==> src/rtl/bnn_ws_array_pkg.sv <==
// Shared types and default geometry for the weight-stationary binary array.
package bnn_ws_array_pkg;

  typedef enum logic [1:0] {
    LOAD_W = 2'd0,
    LOAD_A = 2'd1,
    DRAIN  = 2'd2
  } state_e;

  localparam int DEF_WORD       = 27;
  localparam int DEF_ROW_LENGTH = 11;
  localparam int DEF_O_CH       = 6;

endpackage

==> src/rtl/bnn_popcount.sv <==
// XNOR-popcount of one weight word against one activation word.
module bnn_popcount #(
  parameter  int WORD  = 27,
  localparam int CNT_W = $clog2(WORD + 1)
) (
  input  logic [WORD-1:0]  word_a,
  input  logic [WORD-1:0]  word_b,
  output logic [CNT_W-1:0] count
);

  logic [WORD-1:0] match;

  assign match = ~(word_a ^ word_b);

  always_comb begin
    count = '0;
    for (int i = 0; i < WORD; i++) begin
      count = count + CNT_W'(match[i]);
    end
  end

endmodule

==> src/rtl/bnn_ws_array.sv <==
// Weight-stationary binary conv array: weights load once, activations stream,
// one XNOR-popcount accumulator per output channel, results drained per channel.
module bnn_ws_array
  import bnn_ws_array_pkg::*;
#(
  parameter  int WORD       = DEF_WORD,
  parameter  int ROW_LENGTH = DEF_ROW_LENGTH,
  parameter  int O_CH       = DEF_O_CH,
  localparam int N_BITS     = ROW_LENGTH * WORD,
  localparam int PSUM_W     = $clog2(N_BITS + 1),
  localparam int CH_W       = (O_CH > 1) ? $clog2(O_CH) : 1
) (
  input  logic              clk_in,
  input  logic              rst_in,
  input  logic [WORD-1:0]   data_in,
  input  logic              in_valid,
  output logic              in_ready,
  input  logic              reuse_w,
  output logic              out_valid,
  input  logic              out_ready,
  output logic [PSUM_W-1:0] psum_out,
  output logic              sign_out,
  output logic [CH_W-1:0]   out_ch
);

  localparam int CNT_W = $clog2(WORD + 1);
  localparam int COL_W = (ROW_LENGTH > 1) ? $clog2(ROW_LENGTH) : 1;
  localparam logic [PSUM_W:0] THRESH = (PSUM_W + 1)'(N_BITS);

  state_e            state_q, state_d;
  logic [COL_W-1:0]  col_q, col_d;
  logic [CH_W-1:0]   wch_q, wch_d;
  logic [CH_W-1:0]   och_q, och_d;
  logic [WORD-1:0]   weight_q [O_CH][ROW_LENGTH];
  logic [WORD-1:0]   weight_d [O_CH][ROW_LENGTH];
  logic [PSUM_W-1:0] acc_q [O_CH];
  logic [PSUM_W-1:0] acc_d [O_CH];
  logic [CNT_W-1:0]  match_cnt [O_CH];

  logic accept, last_col, last_wch, last_och;

  assign in_ready = (state_q != DRAIN);
  assign accept   = in_valid & in_ready;
  assign last_col = (col_q == COL_W'(ROW_LENGTH - 1));
  assign last_wch = (wch_q == CH_W'(O_CH - 1));
  assign last_och = (och_q == CH_W'(O_CH - 1));

  // Every channel compares the same activation word against its own weight column.
  for (genvar c = 0; c < O_CH; c++) begin : g_pc
    bnn_popcount #(.WORD(WORD)) u_pc (
      .word_a (data_in),
      .word_b (weight_q[c][col_q]),
      .count  (match_cnt[c])
    );
  end

  always_comb begin
    state_d  = state_q;
    col_d    = col_q;
    wch_d    = wch_q;
    och_d    = och_q;
    weight_d = weight_q;
    acc_d    = acc_q;
    case (state_q)
      LOAD_W: begin
        if (accept) begin
          weight_d[wch_q][col_q] = data_in;
          if (last_col) begin
            col_d = '0;
            if (last_wch) begin
              wch_d   = '0;
              state_d = LOAD_A;
              for (int c = 0; c < O_CH; c++) acc_d[c] = '0;
            end else begin
              wch_d = wch_q + 1'b1;
            end
          end else begin
            col_d = col_q + 1'b1;
          end
        end
      end
      LOAD_A: begin
        if (accept) begin
          for (int c = 0; c < O_CH; c++) acc_d[c] = acc_q[c] + PSUM_W'(match_cnt[c]);
          if (last_col) begin
            col_d   = '0;
            och_d   = '0;
            state_d = DRAIN;
          end else begin
            col_d = col_q + 1'b1;
          end
        end
      end
      DRAIN: begin
        if (out_ready) begin
          if (last_och) begin
            och_d = '0;
            if (reuse_w) begin
              state_d = LOAD_A;
              for (int c = 0; c < O_CH; c++) acc_d[c] = '0;
            end else begin
              state_d = LOAD_W;
            end
          end else begin
            och_d = och_q + 1'b1;
          end
        end
      end
      default: state_d = LOAD_W;
    endcase
  end

  always_comb begin
    out_valid = (state_q == DRAIN);
    psum_out  = out_valid ? acc_q[och_q] : '0;
    out_ch    = out_valid ? och_q : '0;
    sign_out  = out_valid && ({psum_out, 1'b0} >= THRESH);
  end

  always_ff @(posedge clk_in) begin
    if (!rst_in) begin
      state_q <= LOAD_W;
      col_q   <= '0;
      wch_q   <= '0;
      och_q   <= '0;
      for (int c = 0; c < O_CH; c++) begin
        acc_q[c] <= '0;
        for (int j = 0; j < ROW_LENGTH; j++) weight_q[c][j] <= '0;
      end
    end else begin
      state_q  <= state_d;
      col_q    <= col_d;
      wch_q    <= wch_d;
      och_q    <= och_d;
      acc_q    <= acc_d;
      weight_q <= weight_d;
    end
  end

endmodule

==> config.mk <==
export PLATFORM = sky130hd
export DESIGN_NAME = bnn_ws_array
export DESIGN_NICKNAME = d
export VERILOG_FILES = /design/src/rtl/bnn_ws_array_pkg.sv /design/src/rtl/bnn_popcount.sv /design/src/rtl/bnn_ws_array.sv
export SDC_FILE = /design/constraint.sdc
export NUM_CORES = 2
export LEC_CHECK = 0
export ABC_AREA = 1
export CAP_MARGIN = 20
export CORE_MARGIN = 4
export CORE_UTILIZATION = 26
export CTS_BUF_LIST = sky130_fd_sc_hd__clkbuf_8
export DETAILED_ROUTE_END_ITERATION = 10
export DONT_BUFFER_PORTS = 1
export GPL_TIMING_DRIVEN = 0
export PLACE_DENSITY = 0.43
export SKIP_CTS_REPAIR_TIMING = 1
export SLEW_MARGIN = 25
export SYNTH_ARGS = -nofsm -noshare
export SYNTH_HDL_FRONTEND = slang
export SYNTH_SLANG_ARGS = --single-unit
==> constraint.sdc <==
create_clock -name clk_in -period 8.05 [get_ports clk_in]
set_clock_uncertainty 0.2 [all_clocks]
set_input_delay 1.2075 -clock clk_in [delete_from_list [all_inputs] [get_ports clk_in]]
set_output_delay 1.2075 -clock clk_in [all_outputs]
set_load 0.1 [all_outputs]
==> run_results.csv <==
group,metric,value,unit
place,post-place-cells,14100,
synthesis,synth_top_area_share,46.3,%
clock_network,clock_sinks,1848,
detailed_routing,drtPass1Iterations,9,
clock_network,cts_root_buffer,"clkbuf_8",
worst_setup_path,rr_endpoint,"acc_q[34]$_SDFFE_PN0P_",
sta,setup_violations,0,
synthesis,netlist_top_cells_area,"dfxtp_1, a21oi_1, o21ai_0",
sta,rsz0062_at_grt,"true",
cells_and_area,finalInstanceArea,96200,um2
detailed_routing,ant_nets,0,
worst_setup_path,path_max_fanout,10,
place,dp_hpwl,369000,um
synthesis,ys_seq_area_share,46.3,%
cells_and_area,area_delta_synth_final,20.4,%
sta,finalWorstPathRequiredPeriod,8.03,ns
synthesis,synth_ff_type,"dfxtp_1",
global_route,grt_max_degree,16,
detailed_routing,dr_wl_met2,207000,um
power,p_per_area,292,nW/um2
detailed_routing,wl,514000,um
worst_setup_path,r2r_setup_slack,0.02,ns
floorplan,ioPinCount,47,
place,gp_congestion,0.997,
floorplan,die_y,562,um
synthesis,synth_top_area_cell,"dfxtp_1",
floorplan,die_x,562,um
worst_setup_path,crit_top_cell,"fa_1",
worst_setup_path,reg2regPathDepth,29,
power,power_leakage,39.4,nW
global_route,grt_pass1_wl,681000,um
synthesis,netlist_area,79900,um2
cells_and_area,layout-drive-gt1-share,12.6,%
synthesis,yosys_warnings,0,
worst_setup_path,cp.arrival,8.79,ns
detailed_routing,wl_met1,200000,um
synthesis,syn_area_per_cell,8.01,um2
global_route,grt_pass1_vias,78800,
place,dpl_cell_area,87000,um2
sta,timing.fmax,125,MHz
synthesis,syn_nets,10200,
sta,timing.final.crit_share,99.7,%
place,place_ws,-1.49,ns
detailed_routing,drt_iter0_drc,13100,
flow_run,drv_cap,0,
clock_network,htreeDepth,5,
min_path,min-delay-start,"data_in[23]",
cells_and_area,fin_nets,10700,
run_status,status,"completed",
detailed_routing,topRoutingLayerUsed,"met5",
worst_setup_path,cpPeakStageDelay,0.57,ns
cells_and_area,instances_no_fill,14800,
synthesis,synth_edf_count,0,
floorplan,rows,203,
detailed_routing,drcViolationCount,0,
synthesis,syn-instance-count,9970,
floorplan,fp.dieArea,316000,um2
sta,hold_ws,0.0754,ns
clock_network,cts_tree,"done",
min_path,hold_depth,2,
place,port_buffers,0,
worst_setup_path,slowest_stage,"fa_1",
sta,layout_setup_ws,0.0214,ns
sta,relSlewSlack,21.1,%
detailed_routing,num_vias,86300,
detailed_routing,met3_length,66100,um
synthesis,async_flop_share,0,%
global_route,antenna_found_initial,69,
clock_network,clkTransAtPathRegs,0.06,ns
synthesis,synth_cell_types,39,
clock_network,clk_latency,1.17,ns
global_route,track_usage,31.0,%
min_path,hold_path_end,"weight_q[77]$_SDFFE_PN0P_",
global_route,overflow,0,
sta,worst_slew_pin_slew,1.18,ns
clock_network,cts-buffers-inserted,343,
detailed_routing,post_drt_wl_per_cell,34.7,um
clock_network,clockBufferDepth,4,
sta,drv_slew,0,
detailed_routing,viasPerCell,5.82,
floorplan,core-area,306000,um2
power,peakVddDrop,0.416,mV
sta,hold_violations,0,
synthesis,yosys_register_bits,1848,
worst_setup_path,reg2reg_from,"col_q[1]$_SDFFE_PN0P_",
worst_setup_path,cp-start-kind,"flop",
sta,setup_tns,0,ns
worst_setup_path,crit_type,"reg -> reg",
worst_setup_path,crit_required,8.81,ns
floorplan,initial_utilization,26.1,%
worst_setup_path,end_kind,"flop",
min_path,hp-class,"in -> reg",
metal layers:
| metal | track usage (%) | vias to the layer above |
|---|---|---|
| li1 | - | 35800 |
| met1 | 39.5 | 42600 |
| met2 | 43.6 | 6334 |
| met3 | 11.3 | 1481 |
| met4 | 20.1 | 36 |
| met5 | 0.587 | - |
logic make-up after synthesis:
logic type               after synthesis  share of synthesized area [%]
AO/OA/AOI/OAI                       4482                           30.3
XOR/XNOR                             147                           1.61
adder cells (fa/ha/maj)              216                           4.51
buffers and inverters               1328                           6.80
flip-flops                          1848                           46.3
AND/OR/NAND/NOR                     1949                           10.5
sequential cells by signal (all words and copies together), names as in the netlist:
signal and flops:
state_q 2, acc_q 54, wch_q 3, och_q 3, col_q 4, weight_q 1782
through the flow:
stage	util, %	power, W
after floorplan	-	0.0143
after global placement	27.8	0.0174
after detailed placement	28.5	0.0177
after CTS	30.8	0.0273
after global routing	31.4	0.0291
final	31.5	0.0280
report_power, final:
group          leakage, nW  switching [W]  internal [W]
Combinational         20.3        0.00597       0.00302
Clock                 4.13        0.00462       0.00516
Sequential            14.9      0.0000599       0.00923
worst max path at each step:
stage,from,end,slack (ns),cells past startpoint
5_1_grt,col_q[0]$_SDFFE_PN0P_,acc_q[16]$_SDFFE_PN0P_,-0.09,34
3_5_place_dp,col_q[2]$_SDFFE_PN0P_,acc_q[16]$_SDFFE_PN0P_,-1.49,28
4_1_cts,col_q[2]$_SDFFE_PN0P_,acc_q[16]$_SDFFE_PN0P_,-1.54,28
6_report,col_q[1]$_SDFFE_PN0P_,acc_q[34]$_SDFFE_PN0P_,0.02,29
2_1_floorplan,data_in[16],acc_q[42]$_SDFFE_PN0P_,0.85,27
3_3_place_gp,col_q[2]$_SDFFE_PN0P_,acc_q[34]$_SDFFE_PN0P_,-2.32,29
area by class of cell:
type                            instances  area [um2]
Fill cell                           32600      210000
Antenna cell                           40         100
Timing Repair Buffer                  100        2030
Multi-Input combinational cell       6794       38100
Sequential cell                      1848       37000
Clock inverter                        166        1020
Inverter                              330        1260
Clock buffer                          448        6170
Tap cell                             4100        5130
Buffer                                997        5350
placed cells by master (no fill, tap or decap), types with 8 or more instances in the layout:
| cell type | Yosys | layout |
|---|---|---|
| a21oi_2 | 0 | 11 |
| xor2_1 | 147 | 141 |
| a21oi_1 | 1944 | 1929 |
| nor3_1 | 8 | 8 |
| inv_2 | 54 | 51 |
| a22oi_1 | 662 | 648 |
| diode_2 | 0 | 40 |
| buf_12 | 0 | 32 |
| nor2_1 | 105 | 97 |
| a22oi_2 | 0 | 14 |
| inv_8 | 0 | 10 |
| nand3_1 | 295 | 278 |
| buf_8 | 0 | 12 |
| clkbuf_2 | 51 | 113 |
| buf_4 | 3 | 73 |
| o21ai_1 | 37 | 37 |
| o21ai_0 | 1795 | 1795 |
| nand2_2 | 3 | 17 |
| a22o_1 | 12 | 12 |
| or2_2 | 13 | 13 |
| buf_1 | 103 | 63 |
| nand3_2 | 0 | 13 |
| inv_1 | 270 | 377 |
| nor2_4 | 56 | 58 |
| inv_12 | 0 | 10 |
| clkbuf_1 | 569 | 436 |
| clkbuf_8 | 0 | 449 |
| ha_1 | 96 | 92 |
| nand2_1 | 1403 | 1384 |
| clkinv_2 | 0 | 29 |
| fa_2 | 0 | 8 |
| nand4_1 | 49 | 49 |
| dfxtp_1 | 1848 | 1847 |
| nor2_2 | 7 | 13 |
| a221oi_1 | 22 | 12 |
| buf_6 | 5 | 62 |
| buf_16 | 0 | 53 |
| clkbuf_4 | 0 | 47 |
| fa_1 | 120 | 112 |
| buf_2 | 267 | 203 |
synthesized netlist by cell type, types with 37 or more instances:
| cell | instances |
|---|---|
| inv_1 | 270 |
| buf_2 | 267 |
| nand2_1 | 1403 |
| nand4_1 | 49 |
| a22oi_1 | 662 |
| nor2_1 | 105 |
| fa_1 | 120 |
| a21oi_1 | 1944 |
| inv_2 | 54 |
| o21ai_0 | 1795 |
| nor2_4 | 56 |
| xor2_1 | 147 |
| ha_1 | 96 |
| o21ai_1 | 37 |
| clkbuf_2 | 51 |
| dfxtp_1 | 1848 |
| buf_1 | 103 |
| nand3_1 | 295 |
| clkbuf_1 | 569 |
critical path: cells and delay by family (launching register included):
family / cells / cell delay (ns)
adders and majority gates: 9 / 4.03
xor gates and xnor gates: 2 / 0.58
and+or+nand+nor: 9 / 1.21
buffers and inverters: 6 / 0.98
DFF: 1 / 0.41
AOI/OAI and AO/OA: 3 / 0.35
No activity file was read; power rests on OpenSTA's default activity.
